**config.mk**
```make
export PLATFORM = sky130hd
export DESIGN_NAME = apb_regbank_slave
export DESIGN_NICKNAME = d
export VERILOG_FILES = /design/src/rtl/apb_regbank_slave.sv
export SDC_FILE = /design/constraint.sdc
export NUM_CORES = 2
export LEC_CHECK = 0
export ABC_AREA = 0
export BUFFER_PORTS_ARGS = -buffer_cell sky130_fd_sc_hd__buf_4
export CELL_PAD_IN_SITES_DETAIL_PLACEMENT = 1
export CELL_PAD_IN_SITES_GLOBAL_PLACEMENT = 2
export CORE_MARGIN = 1
export CORE_UTILIZATION = 35
export DETAILED_ROUTE_END_ITERATION = 8
export PLACE_DENSITY_LB_ADDON = 0.1
export SLEW_MARGIN = 20
export SYNTH_ARGS = -nofsm -noshare
export SYNTH_HDL_FRONTEND = slang
export SYNTH_SLANG_ARGS = --single-unit
export TNS_END_PERCENT = 100
```
**constraint.sdc**
```tcl
create_clock -name ACLK -period 23.7 [get_ports ACLK]
set_input_delay 1.185 -clock ACLK [delete_from_list [all_inputs] [get_ports ACLK]]
set_output_delay 1.185 -clock ACLK [all_outputs]
set_load 0.01 [all_outputs]
```
**src/rtl/apb_regbank_slave.sv**
```systemverilog
// APB3/APB4 completer: word-addressed register bank with ID and free-running
// cycle counter, byte-strobe writes, programmable wait states and PSLVERR.
module apb_regbank_slave #(
  parameter int unsigned NUM_REGS    = 16,
  parameter logic [31:0] BASE_ADDR   = 32'h0000_0000,
  parameter int unsigned WAIT_STATES = 1,
  parameter logic [31:0] ID_VALUE    = 32'hA9B0_0001
) (
  input  logic        ACLK,
  input  logic        ARESET,
  input  logic [31:0] PADDR,
  input  logic        PSEL,
  input  logic        PENABLE,
  input  logic        PWRITE,
  input  logic [31:0] PWDATA,
  input  logic [3:0]  PWSTRB,
  output logic        PREADY,
  output logic [31:0] PRDATA,
  output logic        PSLVERR,
  output logic [31:0] ctrl_out
);

  localparam int unsigned IDX_W = $clog2(NUM_REGS);
  localparam int unsigned WC_W  = 4;
  localparam int unsigned DW    = 32;

  typedef enum logic {
    IDLE,
    ACCESS
  } state_e;

  state_e           state_q, state_d;
  logic [WC_W-1:0]  wait_q, wait_d;
  logic             err_q, err_d;
  logic             rd_q, rd_d;
  logic             wr_q, wr_d;
  logic [IDX_W-1:0] idx_q, idx_d;
  logic [DW-1:0]    rdata_q, rdata_d;
  logic [DW-1:0]    cycle_q, cycle_d;
  logic [DW-1:0]    regs_q [NUM_REGS];
  logic [DW-1:0]    regs_d [NUM_REGS];
  logic             pready_q, pready_d;
  logic             pslverr_q, pslverr_d;
  logic [DW-1:0]    prdata_q, prdata_d;

  logic [DW-1:0]    dec_off;
  logic [DW-3:0]    dec_word;
  logic [IDX_W-1:0] dec_idx;
  logic             dec_err;
  logic [DW-1:0]    dec_rdata;
  logic [DW-1:0]    wmask;

  // Address decode and read mux for the current setup phase.
  always_comb begin
    dec_off  = PADDR - BASE_ADDR;
    dec_word = dec_off[DW-1:2];
    dec_idx  = dec_word[IDX_W-1:0];
    dec_err  = (PADDR < BASE_ADDR)
            || (dec_word >= (DW-2)'(NUM_REGS))
            || (dec_off[1:0] != 2'b00)
            || (PWRITE && (dec_word < (DW-2)'(2)));
    if (dec_idx == IDX_W'(0)) begin
      dec_rdata = ID_VALUE;
    end else if (dec_idx == IDX_W'(1)) begin
      dec_rdata = cycle_q;
    end else begin
      dec_rdata = regs_q[dec_idx];
    end
    for (int b = 0; b < 4; b++) begin
      wmask[8*b +: 8] = {8{PWSTRB[b]}};
    end
  end

  // Next-state, write commit and output qualification.
  always_comb begin
    state_d   = state_q;
    wait_d    = wait_q;
    err_d     = err_q;
    rd_d      = rd_q;
    wr_d      = wr_q;
    idx_d     = idx_q;
    rdata_d   = rdata_q;
    regs_d    = regs_q;
    cycle_d   = cycle_q + DW'(1);
    pready_d  = 1'b0;
    pslverr_d = 1'b0;
    prdata_d  = '0;

    case (state_q)
      IDLE: begin
        if (PSEL && !PENABLE) begin
          state_d = ACCESS;
          wait_d  = WC_W'(WAIT_STATES);
          err_d   = dec_err;
          idx_d   = dec_idx;
          rd_d    = !PWRITE && !dec_err;
          wr_d    = PWRITE && !dec_err;
          rdata_d = (!PWRITE && !dec_err) ? dec_rdata : '0;
        end
      end
      ACCESS: begin
        if (!PSEL) begin
          state_d = IDLE;
        end else if (PENABLE) begin
          if (pready_q) begin
            if (wr_q) begin
              regs_d[idx_q] = (regs_q[idx_q] & ~wmask) | (PWDATA & wmask);
            end
            state_d = IDLE;
          end else begin
            wait_d = wait_q - WC_W'(1);
          end
        end
      end
      default: state_d = IDLE;
    endcase

    // ID and CYCLE live outside the array; keep their slots constant.
    regs_d[0] = '0;
    regs_d[1] = '0;

    pready_d  = (state_d == ACCESS) && (wait_d == '0);
    pslverr_d = pready_d && err_d;
    prdata_d  = (pready_d && rd_d) ? rdata_d : '0;
  end

  always_ff @(posedge ACLK or posedge ARESET) begin
    if (ARESET) begin
      state_q   <= IDLE;
      wait_q    <= '0;
      err_q     <= 1'b0;
      rd_q      <= 1'b0;
      wr_q      <= 1'b0;
      idx_q     <= '0;
      rdata_q   <= '0;
      cycle_q   <= '0;
      pready_q  <= 1'b0;
      pslverr_q <= 1'b0;
      prdata_q  <= '0;
      for (int i = 0; i < NUM_REGS; i++) begin
        regs_q[i] <= '0;
      end
    end else begin
      state_q   <= state_d;
      wait_q    <= wait_d;
      err_q     <= err_d;
      rd_q      <= rd_d;
      wr_q      <= wr_d;
      idx_q     <= idx_d;
      rdata_q   <= rdata_d;
      cycle_q   <= cycle_d;
      pready_q  <= pready_d;
      pslverr_q <= pslverr_d;
      prdata_q  <= prdata_d;
      regs_q    <= regs_d;
    end
  end

  assign PREADY   = pready_q;
  assign PRDATA   = prdata_q;
  assign PSLVERR  = pslverr_q;
  assign ctrl_out = regs_q[2];

endmodule

```
==> summary.md <==
| Metric | Value |
|---|---|
| Synth Instances | 2,704 |
| FF-to-FF path depth | 7 |
| Pleak | 0.0139 uW |
| Worst VDD drop | 0.0467 mV |
| Startpoint Class | input pin |
| Max Cap Viol | 0 |
| Post-Synth Simple-Gate Area | 12.7% |
| Placed cells | 3,673 |
| Drt via density | 5.76 |
| Psw | 642 uW |
| Die X | 285 um |
| Min Tclk post-route | 4360 ps |
| CTS Sinks | 558 |
| Root buffer cell | clkbuf_16 |
| Final Skew | 17.2 ps |
| R2R setup slack | 19,430 ps |
| Sequential power share | 41.8% |
| Worst slew margin | 24.6% |
| Compound-Gate Fraction of Synth Area | 15.6% |
| Post-synthesis adder-cell area fraction | 0.0894% |
| Share of total power in combinational logic | 11.6% |
| Die Height | 285 um |
| Synth Flop Type | dfrtp_1 |
| Initial antenna violation count | 0 |
| Slew Viols, Final | 0 |
| Synthesized Nets | 2,779 |
| Crit Reg-Reg Startpoint | idx_q[0] |
| Average cell area after synthesis | 10.4 um^2 |
| Resized cells post-CTS | 0 |
| Post-DP HPWL | 67,100 um |
| Nets | 2,770 |
| Largest net degree at the start of global routing | 160 |
| Largest family of logic cells by synthesized area | multiplexers |
| Core area | 79,000 um^2 |
| Yosys warns | 0 |
| Fin Hold WS | 474 ps |
| Share of cells above drive strength 1 | 18.6% |
| Crit end category | flip-flop |
| CTS Hold Bufs | 0 |
| Fill cell count | 8,614 |
| Required @ worst endpoint | 24,200 ps |
| GPL Wtd Cong | 0.820 |
| Crit Path Class | in2reg |
| Ports | 139 |
| Setup_tns | 0 ps |
| Syn-to-layout area delta | 14.4% |
| Vias | 21,890 |
| Residual DRC count | 0 |
| Clock network power share | 46.6% |
| Setup Fix Bufs, Post-CTS | 0 |
| Fin crit share | 18.4% |
| Total GRT Usage | 26.4% |
| H-tree depth | 3 |
| Die ar. | 81,100 um^2 |
| Post-Layout Cell Count | 3,798 |
| Number of I/O port buffers | 138 |
| Crit-path max FO | 39 |
| Worst path arrival time | 4860 ps |
| Final count of negative-setup-slack endpoints | 0 |
| Hold Crit Start | cycle_q[31] |
| Post-route ant nets | 0 |
| Internal power | 1800 uW |
| Worst-Margin Slew | 1120 ps |
| Pwr dens | 76.2 nW/um^2 |
| Initial Utilization | 35.4% |
| Worst reg2reg path endpoint | regs_q[387] |
| Number of global-route vias before repair | 22,774 |
| Clk slew on worst S/H paths | 60 ps |
| Drt first pass iters | 6 |
| Async SR Flop Fraction | 100% |
| CTS buffer count | 70 |
| RSZ-0062 raised after global routing | no |
| Number of synthesized flops with an enable pin | 0 |
| CTS tree | done |
| Row count | 103 |
| Status | completed |
| Post-synth cell types | 70 |
| Net Sw Frac | 26.3% |
| GR Overflow Total | 0 |
| Post-synthesis mux area share | 15.8% |
| Clock Tree Buf Depth | 3 |
| Final hold vios | 0 |
| Initial DRC count | 1,912 |
| Synth Area in XOR/XNOR | 0.939% |
| Register area share after synthesis | 49.9% |
| Routed WL | 107,000 um |
| Fmax | 229 MHz |
| Hold EP | cycle_q[31] |
| Hold Path Class | reg2reg |
| Mapped Area | 28,000 um^2 |
| #FFs+latches synth | 558 |
| WHS Path Cells | 1 |
| First-pass GRT wire length | 159,000 um |
| WL per Instance | 28.1 um |
| Worst skew pair latency | 610 ps |
## worst max-delay path, cell delays in order
cell and delay, ps:
buf_4 360, buf_4 590, buf_4 570, nand3_1 750, o22ai_1 410, nor4_1 120, buf_4 180, or3_1 360
a211oi_2 240
## metal layers
| metal | vias to the layer above | GRT usage, % | routed length [um] |
|---|---|---|---|
| li1 | 9728 | - | - |
| met1 | 11455 | 38.2 | 50200 |
| met2 | 561 | 41.8 | 49000 |
| met3 | 146 | 3.17 | 4630 |
| met4 | 0 | 7.35 | 2740 |
| met5 | - | 0 | 0 |
## worst max path at each step
| stage | slack, ps | cells past startpoint | from | endpoint |
|---|---|---|---|---|
| after floorplan | 6910 | 1 | ARESET | PRDATA[0] |
| after global placement | 18830 | 9 | PADDR[2] | PRDATA[12] |
| after detailed placement | 18760 | 9 | PADDR[2] | PRDATA[6] |
| after CTS | 19360 | 7 | idx_q[0] | regs_q[387] |
| after global routing | 19130 | 7 | idx_q[0] | regs_q[387] |
| final | 19340 | 9 | PADDR[2] | PRDATA[6] |
## registers in the layout, summed over array words and instances, names as in the netlist
name	count
PSLVERR	1
err_q	1
PRDATA	32
state_q	1
cycle_q	32
idx_q	4
rd_q	1
rdata_q	32
wr_q	1
wait_q	4
ctrl_out	32
PREADY	1
regs_q	416
## kinds of logic (layout without fill, tap and decap cells)
family | Yosys count | after routing
AOI/OAI and AO/OA | 745 | 745
other | 0 | 1
adders and majority gates | 2 | 2
DFF | 558 | 558
and+or+nand+nor | 776 | 776
muxes | 291 | 291
buffers and inverters | 302 | 345
xor gates and xnor gates | 30 | 30
## cells in the final DEF (no fill, tap or decap), types with 8 or more instances in the layout
cell type | Yosys | final
nor4_1 | 32 | 30
clkbuf_8 | 0 | 11
nor2_1 | 43 | 43
mux2_2 | 17 | 17
dfrtp_1 | 558 | 556
bufinv_16 | 0 | 11
nor3_1 | 16 | 16
xor2_1 | 13 | 13
a211oi_2 | 12 | 12
clkbuf_1 | 171 | 16
a2bb2oi_1 | 9 | 9
clkbuf_16 | 0 | 73
a32o_1 | 8 | 8
nand2_1 | 523 | 521
nor3b_1 | 8 | 8
o21ai_1 | 67 | 66
xnor2_1 | 17 | 17
a21o_1 | 8 | 8
buf_4 | 38 | 196
clkinv_2 | 0 | 14
a221oi_1 | 32 | 32
inv_1 | 21 | 20
o21ai_0 | 425 | 425
nand4_1 | 16 | 16
or3_1 | 21 | 15
o22ai_1 | 54 | 54
a311oi_1 | 8 | 8
a22oi_1 | 52 | 52
mux2i_1 | 155 | 155
mux4_2 | 118 | 118
nand3_1 | 43 | 43
a21oi_1 | 38 | 37
and2_1 | 11 | 11
nor3b_2 | 15 | 15
## cell usage after synthesis, types with 21 or more instances
master / count / area share (%)
a21oi_1: 38 / 0.68
a221oi_1: 32 / 1.0
a22oi_1: 52 / 1.4
buf_2: 59 / 1.1
buf_4: 38 / 1.0
clkbuf_1: 171 / 2.3
dfrtp_1: 558 / 50
inv_1: 21 / 0.28
mux2i_1: 155 / 5.5
mux4_2: 118 / 9.5
nand2_1: 523 / 7.0
nand3_1: 43 / 0.77
nor2_1: 43 / 0.58
nor4_1: 32 / 0.72
o21ai_0: 425 / 7.6
o21ai_1: 67 / 1.2
o22ai_1: 54 / 1.2
or3_1: 21 / 0.47
## power by group through the flow
stage	clock (uW)	sequential, uW	combinational (uW)
3_5_place_dp	0	1040	284
2_1_floorplan	0	1010	200
6_report	1140	1020	283
3_3_place_gp	0	1030	280
4_1_cts	1160	1020	285
5_1_grt	1200	1020	304
## per-stage QoR
stage / util (%) / instance area (um^2) / total power, uW / setup WS [ps]
2_1_floorplan: - / 28000 / 1210 / 6910
3_3_place_gp: 37.5 / 29600 / 1310 / 18830
3_5_place_dp: 37.5 / 29600 / 1320 / 18760
4_1_cts: 40.5 / 32000 / 2470 / 19360
5_1_grt: 40.5 / 32000 / 2520 / 19130
6_report: 40.5 / 32000 / 2440 / 19340
## final cells by class
class | count | area [um^2] | share of cell area, %
Antenna cell | 1 | 2.50 | 0.00781
Clock buffer | 99 | 2020 | 6.32
Clock inverter | 25 | 400 | 1.25
Inverter | 22 | 90.1 | 0.281
Multi-Input combinational cell | 1844 | 12700 | 39.7
Sequential cell | 558 | 14000 | 43.6
Tap cell | 1050 | 1310 | 4.10
Timing Repair Buffer | 199 | 1530 | 4.76
Power figures use the tool's default switching activity.
